[src/rtl/proc_bist_driver_if.sv]
// Processor-side stimulus/response bus between the BIST driver and the datapath.
// The master modport is the driver; the slave modport is the processor under test.
interface proc_bist_driver_if #(
    parameter int unsigned OP_W   = 4,
    parameter int unsigned DATA_W = 4,
    parameter int unsigned RESP_W = 8
);
    logic [OP_W-1:0]   drv_op;
    logic [DATA_W-1:0] drv_data;
    logic [RESP_W-1:0] dut_resp;

    modport master (output drv_op, output drv_data, input dut_resp);
    modport slave  (input drv_op, input drv_data, output dut_resp);
endinterface

[src/rtl/proc_bist_driver.sv]
// Vector sweep driver plus MISR response compactor for the processor datapath.
// Define PROC_BIST_FULL_SWEEP_EN for the full op x data cross-product sweep.
module proc_bist_driver #(
    parameter int unsigned       OP_W      = 4,
    parameter int unsigned       DATA_W    = 4,
    parameter int unsigned       RESP_W    = 8,
    parameter int unsigned       SETTLE    = 1,
    parameter logic [RESP_W-1:0] MISR_POLY = 8'h1D,
    parameter logic [RESP_W-1:0] MISR_SEED = 8'h00,
    parameter logic [RESP_W-1:0] GOLDEN    = 8'h00
) (
    input  logic                clk,
    input  logic                rst,
    input  logic                start,
    input  logic                abort,
    proc_bist_driver_if.master  bus,
    output logic [7:0]          vec_idx,
    output logic                busy,
    output logic                done,
    output logic [RESP_W-1:0]   signature,
    output logic                pass
);

    typedef enum logic [1:0] {
        S_IDLE,
        S_SETTLE,
        S_SAMPLE,
        S_DONE
    } state_t;

`ifdef PROC_BIST_FULL_SWEEP_EN
    localparam int unsigned NUM_VEC = 1 << (OP_W + DATA_W);
`else
    localparam int unsigned NUM_VEC = (1 << DATA_W) + (1 << OP_W);
`endif
    localparam logic [7:0] LAST_IDX  = 8'(NUM_VEC - 1);
    localparam logic [7:0] A_LEN     = 8'(1 << DATA_W);
    localparam logic [3:0] SETTLE_LD = 4'(SETTLE);

    state_t            state, state_nxt;
    logic [3:0]        cnt;
    logic [RESP_W-1:0] misr_nxt;

    function automatic logic [OP_W+DATA_W-1:0] vec_of(input logic [7:0] idx);
        logic [OP_W-1:0]   op;
        logic [DATA_W-1:0] data;
`ifdef PROC_BIST_FULL_SWEEP_EN
        op   = OP_W'(idx >> DATA_W);
        data = DATA_W'(idx);
`else
        // Phase A walks the operand with op=0, phase B walks the opcode with data=0.
        op   = '0;
        data = '0;
        if (idx < A_LEN)
            data = DATA_W'(idx);
        else
            op = OP_W'(idx - A_LEN);
`endif
        return {op, data};
    endfunction

    always_ff @(posedge clk) begin
        if (rst)
            state <= S_IDLE;
        else
            state <= state_nxt;
    end

    always_comb begin
        state_nxt = state;
        case (state)
            S_IDLE, S_DONE: if (start && !abort) state_nxt = S_SETTLE;
            S_SETTLE: begin
                if (abort)
                    state_nxt = S_IDLE;
                else if (cnt == 4'd1)
                    state_nxt = S_SAMPLE;
            end
            S_SAMPLE: begin
                if (abort)
                    state_nxt = S_IDLE;
                else if (vec_idx == LAST_IDX)
                    state_nxt = S_DONE;
                else
                    state_nxt = S_SETTLE;
            end
            default: state_nxt = S_IDLE;
        endcase
    end

    always_comb begin
        busy = (state == S_SETTLE) || (state == S_SAMPLE);
        done = (state == S_DONE);
        pass = done && (signature == GOLDEN);
    end

    always_comb begin
        misr_nxt = {signature[RESP_W-2:0], 1'b0}
                 ^ (signature[RESP_W-1] ? MISR_POLY : '0)
                 ^ bus.dut_resp;
    end

    always_ff @(posedge clk) begin
        if (rst) begin
            cnt          <= '0;
            vec_idx      <= '0;
            bus.drv_op   <= '0;
            bus.drv_data <= '0;
            signature    <= MISR_SEED;
        end else begin
            case (state)
                S_IDLE, S_DONE: begin
                    if (start && !abort) begin
                        {bus.drv_op, bus.drv_data} <= vec_of(8'd0);
                        vec_idx   <= '0;
                        signature <= MISR_SEED;
                        cnt       <= SETTLE_LD;
                    end
                end
                S_SETTLE: begin
                    if (abort) begin
                        bus.drv_op   <= '0;
                        bus.drv_data <= '0;
                        vec_idx      <= '0;
                    end else begin
                        cnt <= cnt - 4'd1;
                    end
                end
                S_SAMPLE: begin
                    // An abort landing on the sample cycle drops that response.
                    if (abort) begin
                        bus.drv_op   <= '0;
                        bus.drv_data <= '0;
                        vec_idx      <= '0;
                    end else begin
                        signature <= misr_nxt;
                        if (vec_idx != LAST_IDX) begin
                            vec_idx <= vec_idx + 8'd1;
                            {bus.drv_op, bus.drv_data} <= vec_of(vec_idx + 8'd1);
                            cnt <= SETTLE_LD;
                        end
                    end
                end
                default: ;
            endcase
        end
    end

endmodule

[src/flat_wrapper.sv]
// flat-port wrapper written by rule: the top's interface ports become plain ports
module proc_bist_driver_flat 
#(
    parameter int unsigned       OP_W      = 4,
    parameter int unsigned       DATA_W    = 4,
    parameter int unsigned       RESP_W    = 8,
    parameter int unsigned       SETTLE    = 1,
    parameter logic [RESP_W-1:0] MISR_POLY = 8'h1D,
    parameter logic [RESP_W-1:0] MISR_SEED = 8'h00,
    parameter logic [RESP_W-1:0] GOLDEN    = 8'h00
)
  (clk, rst, start, abort, vec_idx, busy, done, signature, pass, bus_drv_op, bus_drv_data, bus_dut_resp);
  proc_bist_driver_if #(.OP_W(OP_W), .DATA_W(DATA_W), .RESP_W(RESP_W)) bus_i ();
  input  logic clk;
  input  logic rst;
  input  logic start;
  input  logic abort;
  output logic [7:0] vec_idx;
  output logic busy;
  output logic done;
  output logic [RESP_W-1:0] signature;
  output logic pass;
  output wire logic [$bits(bus_i.drv_op)-1:0] bus_drv_op;
  output wire logic [$bits(bus_i.drv_data)-1:0] bus_drv_data;
  input wire logic [$bits(bus_i.dut_resp)-1:0] bus_dut_resp;
  assign bus_drv_op = bus_i.drv_op;
  assign bus_drv_data = bus_i.drv_data;
  assign bus_i.dut_resp = bus_dut_resp;
  proc_bist_driver #(.OP_W(OP_W), .DATA_W(DATA_W), .RESP_W(RESP_W), .SETTLE(SETTLE), .MISR_POLY(MISR_POLY), .MISR_SEED(MISR_SEED), .GOLDEN(GOLDEN)) u_core (.clk(clk), .rst(rst), .start(start), .abort(abort), .bus(bus_i), .vec_idx(vec_idx), .busy(busy), .done(done), .signature(signature), .pass(pass));
endmodule
[config.mk]
export PLATFORM = sky130hd
export DESIGN_NAME = proc_bist_driver_flat
export DESIGN_NICKNAME = d
export VERILOG_FILES = /design/src/rtl/proc_bist_driver_if.sv /design/src/rtl/proc_bist_driver.sv /design/src/flat_wrapper.sv
export SDC_FILE = /design/constraint.sdc
export NUM_CORES = 1
export LEC_CHECK = 0
export BUFFER_PORTS_ARGS = -buffer_cell sky130_fd_sc_hd__buf_2
export CAP_MARGIN = 5
export CORE_AREA = 2 2 67 50
export CTS_BUF_LIST = sky130_fd_sc_hd__clkbuf_4
export CTS_CLUSTER_DIAMETER = 200
export DETAILED_ROUTE_END_ITERATION = 16
export DIE_AREA = 0 0 69 52
export GPL_ROUTABILITY_DRIVEN = 0
export GPL_TIMING_DRIVEN = 1
export PLACE_DENSITY = 0.9
export RECOVER_POWER = 25
export SYNTH_ARGS = -nofsm -noshare
export SYNTH_HDL_FRONTEND = slang
export SYNTH_SLANG_ARGS = --single-unit
[constraint.sdc]
create_clock -name clk -period 4.5 [get_ports clk]
set_input_delay 0.45 -clock clk [delete_from_list [all_inputs] [get_ports clk]]
set_output_delay 0.45 -clock clk [all_outputs]
set_load 0.005 [all_outputs]
==> results of run 1 <==
-- sequential cells by signal, summed over array words and instances (netlist names) --
register / flops
u_core.cnt: 4
u_core.vec_idx: 8
u_core.bus.drv_op: 4
u_core.bus.drv_data: 4
u_core.state: 2
u_core.signature: 8
-- cell usage in the layout, fill, tap and decap left out, types with 5 or more instances in the layout --
master,n
buf_2,34
dfxtp_1,30
nor2_1,12
nand2_1,12
xnor2_1,7
xor2_1,7
nand3_1,7
inv_1,6
a22o_1,6
o21ai_0,6
o21a_1,6
ha_1,6
clkbuf_4,5
-- path summary, 6_finish.rpt --
| check | endpoint | slack, ns |
|---|---|---|
| setup / recovery | u_core.bus.drv_op[0]$_SDFFE_PP0P_ | 2.27 |
| hold / removal | u_core.signature[1]$_SDFFE_PP0P_ | 0.46 |
| setup reg to reg | u_core.bus.drv_op[0]$_SDFFE_PP0P_ | 2.27 |
| hold reg to reg | u_core.bus.drv_op[2]$_SDFFE_PP0P_ | 0.47 |
-- metal layers --
| layer | share of wire, % | global-route usage [%] | vias to the layer above |
|---|---|---|---|
| met5 | 0 | 0 | - |
| met1 | 48 | 28.3 | 698 |
| li1 | - | - | 744 |
| met4 | 0.83 | 9.15 | 0 |
| met3 | 5.7 | 5.04 | 4 |
| met2 | 45 | 32.5 | 48 |
-- logic make-up after synthesis --
family | count (synthesis) | synth area share, %
AO/OA/AOI/OAI | 48 | 22.4
flip-flops | 30 | 36.5
adder cells (fa/ha/maj) | 6 | 4.56
multiplexers | 3 | 1.83
AND/OR/NAND/NOR | 66 | 22.7
XOR/XNOR | 14 | 7.45
buffers and inverters | 15 | 4.49
-- synth_stat cells (2+ instances only) --
cell and count:
nor4_1 3, a31oi_1 2, a311oi_1 2, a21oi_1 3
a22o_1 6, mux2i_1 3, a41oi_1 3, inv_1 6
buf_2 2, o2bb2ai_1 4, a22oi_1 4, nor2_1 12
nor3b_1 2, and3_1 3, nand2_1 12, o31ai_1 2
o21ai_0 6, or3_1 2, nor2b_1 4, dfxtp_1 30
nand4_1 3, buf_6 2, o21a_1 6, nor3_1 4
nand3b_1 2, ha_1 6, xnor2_1 7, nand2b_1 4
xor2_1 7, nand3_1 7, clkbuf_1 5
-- through the flow --
step	setup slack, ns	std cells	hold WS, ns
finish	2.27	257	0.457
global route	2.18	257	0.453
CTS	2.30	257	0.441
detailed placement	2.32	249	0.445
global placement	2.46	249	0.446
floorplan	2.68	182	0.456
-- worst register-to-register path, delay by kind of cell (launching register included) --
family                   cells  cell delay [ns]
adder cells (fa/ha/maj)      1             0.42
AND/OR/NAND/NOR              1             0.38
AO/OA/AOI/OAI                3             0.93
flip-flops                   1             0.39
buffers and inverters        1             0.06
-- area by class of cell --
type                       count  area, um2
timing repair buffer          38        185
tap                           38       47.5
clock inverter                 3       16.3
inverter                       6       22.5
sequential                    30        601
multi-input combinational    137        971
clock buffer                   5       37.5
fill                         265       1100
-- power groups by stage --
stage               sequential [W]  combinational (W)  clock, W
global placement          0.000282          0.0000805         0
detailed placement        0.000282          0.0000823         0
global route              0.000277          0.0000916  0.000172
floorplan                 0.000281          0.0000642         0
finish                    0.000276          0.0000840  0.000155
CTS                       0.000276          0.0000826  0.000157
==> out/qor.txt, run 1 <==
worst slew pin tran = 0.656 ns
Seq/Total Area, Yosys = 36.5%
max cap viols = 0
aggregate global routing overflow = 0
Worst setup EP type = flip-flop
sw frac = 30.0%
Pint = 0.000360 W
top cells by area, synth = dfxtp_1, ha_1, xnor2_1
Critical Path Max Stage Delay = 0.53 ns
CP Class = reg2reg
CP max-delay cell = a31oi_2
hold_sp = bus_dut_resp[1]
Comb pwr share = 16.3%
CP delay by family, top = compound AO/OA/AOI/OAI gates
post-synthesis cell area = 1650 um2
DP HPWL = 2770 um
Post-DP Area = 1830 um2
DRT antenna net count = 0
layout cell share with drive strength beyond 1 = 22.4%
Ports = 39
CTS tree = built
Clk pin slew, worst setup/hold paths = 0.10 ns
cts hold-fix bufs = 0
antenna violations before repair = 0
Reg power frac = 53.6%
Layout Skew = 0.00166 ns
CTS root buf = clkbuf_4
Die Y = 52 um
Initial Utilization = 55.3%
Mapped Cells = 182
Final Hold Vio Count = 0
CP arrival = 2.50 ns
Max clock buf depth = 2
min Tclk post-route = 2.23 ns
vias in the first global route = 1320
1st-pass router iterations = 4
Reg2Reg Depth = 6
fin util = 63.2%
Port Buf Inserts = 38
synth unique cells = 49
Critical path buffers and inverters = 1
Switching Power = 0.000154 W
first-pass GRT wire length = 5920 um
syn_area_per_cell = 9.04 um2
share of flip-flops with an asynchronous set or reset = 0%
peak supply drop = 201 uV
Crit Reg-Reg Startpoint = u_core.state[0]$_SDFFE_PP0P_
Critical Path RT = 4.77 ns
Levels on crit path = 6
WL final = 3720 um
Hold WC Path Type = in2reg
FF+latch count, synth = 30
Synth area leader = dfxtp_1
Net count, final = 236
ys flop type = dfxtp_1
YS warnings = 0
fmax = 449 MHz
syn nets = 200
# clock sinks = 30
DRC violations left = 0
ANT cells = 0
Total GRT Usage = 21.1%
EDFF count, synth = 0
clk_lat worst skew = 0.32 ns
TritonCTS buffer count = 5
DIE WIDTH = 69 um
via/cell ratio = 5.81
Row Count = 17
routed vias = 1494
die area = 3590 um2
CORE AREA = 2980 um2
largest net degree at the start of global routing = 22
Post-Layout Inst Area = 1880 um2
Pleak = 0.792 nW
run status = completed
TNS Setup = 0 ns
cell depth of the worst hold path = 4
DR iter-0 viols = 113
setup bufs post-CTS = 0
area grow syn2layout = 14.3%
H-tree depth = 2
worst-path cell chain = inv_1, ha_1, nor2b_1, a21oi_2, a31oi_2, a22o_1
RSZ-0062 raised after global routing = no
Setup-failing EPs final = 0
max-slew violations = 0
Critical Path Start = u_core.state[0]$_SDFFE_PP0P_
Design Power = 0.000515 W
CTS resizes = 0
Startpoint Class = flip-flop
PD cells = 274 nW/um2
Clock power frac = 30.1%
Max-slew headroom = 56.1%
period utilisation layout = 49.5%
CP max FO = 13
WL per Instance = 14.5 um
top cell type's share of synthesized area = 36.5%
No activity file was read; power rests on OpenSTA's default activity.
==> run 2, diff against run 1 <==
--- a/config.mk
+++ b/config.mk
@@ -7,14 +7,14 @@
 export LEC_CHECK = 0
 export BUFFER_PORTS_ARGS = -buffer_cell sky130_fd_sc_hd__buf_2
 export CAP_MARGIN = 5
-export CORE_AREA = 2 2 67 50
+export CORE_AREA = 2 2 69 51
 export CTS_BUF_LIST = sky130_fd_sc_hd__clkbuf_4
 export CTS_CLUSTER_DIAMETER = 200
 export DETAILED_ROUTE_END_ITERATION = 16
-export DIE_AREA = 0 0 69 52
+export DIE_AREA = 0 0 71 53
 export GPL_ROUTABILITY_DRIVEN = 0
 export GPL_TIMING_DRIVEN = 1
-export PLACE_DENSITY = 0.9
+export PLACE_DENSITY = 0.86
 export RECOVER_POWER = 25
 export SYNTH_ARGS = -nofsm -noshare
 export SYNTH_HDL_FRONTEND = slang
==> constraint.sdc (replaced) <==
create_clock -name clk -period 2.28 [get_ports clk]
set_input_delay 0.228 -clock clk [delete_from_list [all_inputs] [get_ports clk]]
set_output_delay 0.228 -clock clk [all_outputs]
set_load 0.005 [all_outputs]
==> run 2 against run 1 <==
Against the previous run:
- sequential share of layout area decreased by 0.42 points
- critical path depth unchanged
- clock skew increased by 0.012 ns
- die area increased by 4.9%
- combinational power increased by 100%
- first-iteration DRC count increased by 35%
- via count increased by 1.7%
- hold slack got worse by 0.22 ns
- clock-buffer cell count increased by 2
- utilization decreased by 1.4 points
==> out/qor.txt, run 2 (synthesis gave the netlist of run 1 again) <==
CP max FO = 13 (unchanged)
TNS Setup = 0 ns (unchanged)
largest net degree at the start of global routing = 22 (unchanged)
Crit Reg-Reg Startpoint = u_core.state[0]$_SDFFE_PP0P_
Total GRT Usage = 21.4% (+0.34 points)
area grow syn2layout = 15.8%
Hold WC Path Type = in2reg
first-pass GRT wire length = 6180 um (+4.3%)
H-tree depth = 2 (unchanged)
CP Class = reg2reg
die area = 3760 um2 (+4.9%)
CP arrival = 2.26 ns (-0.24 ns)
Max clock buf depth = 2 (unchanged)
ANT cells = 0 (unchanged)
DR iter-0 viols = 152 (+35%)
Net count, final = 239 (+1.3%)
Worst Hold Path EP = u_core.signature[1]$_SDFFE_PP0P_
most frequent cells in the layout = buf_2, dfxtp_1, nor2_1, nand2_1, clkbuf_1
Row Count = 17 (unchanged)
WL final = 3860 um (+3.8%)
Worst setup EP type = flip-flop
Die Y = 53 um (+1.9%)
DRT antenna net count = 0 (unchanged)
cts hold-fix bufs = 0 (unchanged)
WL per Instance = 14.9 um (+3.0%)
Initial Utilization = 53.3% (-1.9 points)
Port Buf Inserts = 38 (unchanged)
Ports = 39 (unchanged)
R2R setup slack = 0.24 ns (-2.03 ns)
Pleak = 0.793 nW (+0.15%)
Fin Hold WS = 0.237 ns (-0.220 ns)
DP HPWL = 2880 um (+4.1%)
worst slew pin tran = 0.442 ns (-0.213 ns)
min Tclk post-route = 2.04 ns (-0.186 ns)
layout cell share with drive strength beyond 1 = 21.7% (-0.65 points)
peak supply drop = 309 uV (+54%)
Layout Skew = 0.0132 ns (+0.0116 ns)
antenna violations before repair = 0 (unchanged)
Max-slew headroom = 70.5% (+14 points)
DRC violations left = 0 (unchanged)
Reg2Reg Depth = 6 (unchanged)
top flop regs = u_core.signature: 8 flops, u_core.vec_idx: 8 flops
# clock sinks = 30 (unchanged)
max-slew violations = 0 (unchanged)
vias in the first global route = 1326 (+0.45%)
hold_sp = bus_dut_resp[1]
fmax = 490 MHz (+9.1%)
RSZ-0062 raised after global routing = no
TritonCTS buffer count = 5 (unchanged)
max cap viols = 0 (unchanged)
period utilisation layout = 89.5% (+40 points)
CTS root buf = clkbuf_4
Setup-failing EPs final = 0 (unchanged)
cell depth of the worst hold path = 4 (unchanged)
routed vias = 1519 (+1.7%)
Startpoint Class = flip-flop
Critical Path RT = 2.50 ns (-2.27 ns)
setup bufs post-CTS = 0 (unchanged)
aggregate global routing overflow = 0 (unchanged)
PD cells = 539 nW/um2 (+97%)
1st-pass router iterations = 4 (unchanged)
CTS tree = built
Final Hold Vio Count = 0 (unchanged)
Clk pin slew, worst setup/hold paths = 0.09 ns (about the same)
reg-to-reg critical path endpoint = u_core.vec_idx[6]$_SDFFE_PP0P_
Fill cells = 273 (+3.0%)
clk_lat worst skew = 0.32 ns (about the same)
DIE WIDTH = 71 um (+2.9%)
CORE AREA = 3080 um2 (+3.6%)
Design Power = 0.00103 W (+100%)
run status = completed
via/cell ratio = 5.86 (+0.89%)
[run 2: cell count changes in the layout (fill, tap and decap cells not counted)]
cell        delta
a31oi_4        +1
a31oi_2        -1
clkinv_2       -1
clkbuf_1       +4
clkinvlp_4     -1
clkinv_1       -1
buf_4          +3
buf_2          -4
clkbuf_4       +2
[run 2: area by class of cell]
cell class              instances  area, um2  area share, %
repair buffers                 41        203           10.6
well taps                      38       47.5           2.50
multi-input cells             137        980           51.4
inverters                       6       22.5           1.18
flip-flops and latches         30        601           31.5
clock buffers                   7       52.6           2.76
[run 2: critical path, cell delays in order (launching register included)]
cell and delay, ns:
dfxtp_1 0.38, inv_1 0.06, ha_1 0.38, nor2b_1 0.22
a21oi_2 0.31, a31oi_4 0.26, a211o_1 0.34
[run 2: repair_timing]
action / CTS / global route
setup endpoints to repair: 0 / 11
gates resized for setup: 0 / 1
hold endpoints to repair: 0 / 0
[run 2: per-layer routing]
metal | GRT usage (%) | share of wire, %
met1 | 29.8 | 49
met2 | 31.9 | 43
met3 | 4.57 | 5.9
met4 | 9.43 | 1.6
met5 | 0 | 0
[run 2: worst max-delay path by stage]
| stage | start | end | slack, ns |
|---|---|---|---|
| after global placement | u_core.state[0]$_SDFFE_PP0P_ | u_core.bus.drv_op[3]$_SDFFE_PP0P_ | 0.24 |
| after global routing | u_core.state[0]$_SDFFE_PP0P_ | u_core.vec_idx[6]$_SDFFE_PP0P_ | 0.09 |
| after CTS | u_core.state[0]$_SDFFE_PP0P_ | u_core.bus.drv_data[0]$_SDFFE_PP0P_ | 0.12 |
| after floorplan | u_core.state[0]$_SDFFE_PP0P_ | u_core.bus.drv_op[0]$_SDFFE_PP0P_ | 0.46 |
| final | u_core.state[0]$_SDFFE_PP0P_ | u_core.vec_idx[6]$_SDFFE_PP0P_ | 0.24 |
| after detailed placement | u_core.state[0]$_SDFFE_PP0P_ | u_core.bus.drv_data[0]$_SDFFE_PP0P_ | 0.13 |
[run 2: report_power, final]
group          leakage, nW  internal, W  switching [W]
Sequential           0.242     0.000533      0.0000111
Combinational        0.519    0.0000673       0.000105
Clock               0.0322     0.000140       0.000170
[run 2: through the flow]
stage | utilization [%] | area, um2 | std cells | setup slack (ns)
2_1_floorplan | - | 1650 | 182 | 0.461
3_3_place_gp | 60.1 | 1850 | 252 | 0.238
3_5_place_dp | 60.1 | 1850 | 252 | 0.130
4_1_cts | 61.8 | 1910 | 259 | 0.119
5_1_grt | 61.8 | 1910 | 259 | 0.0948
6_report | 61.8 | 1910 | 259 | 0.239
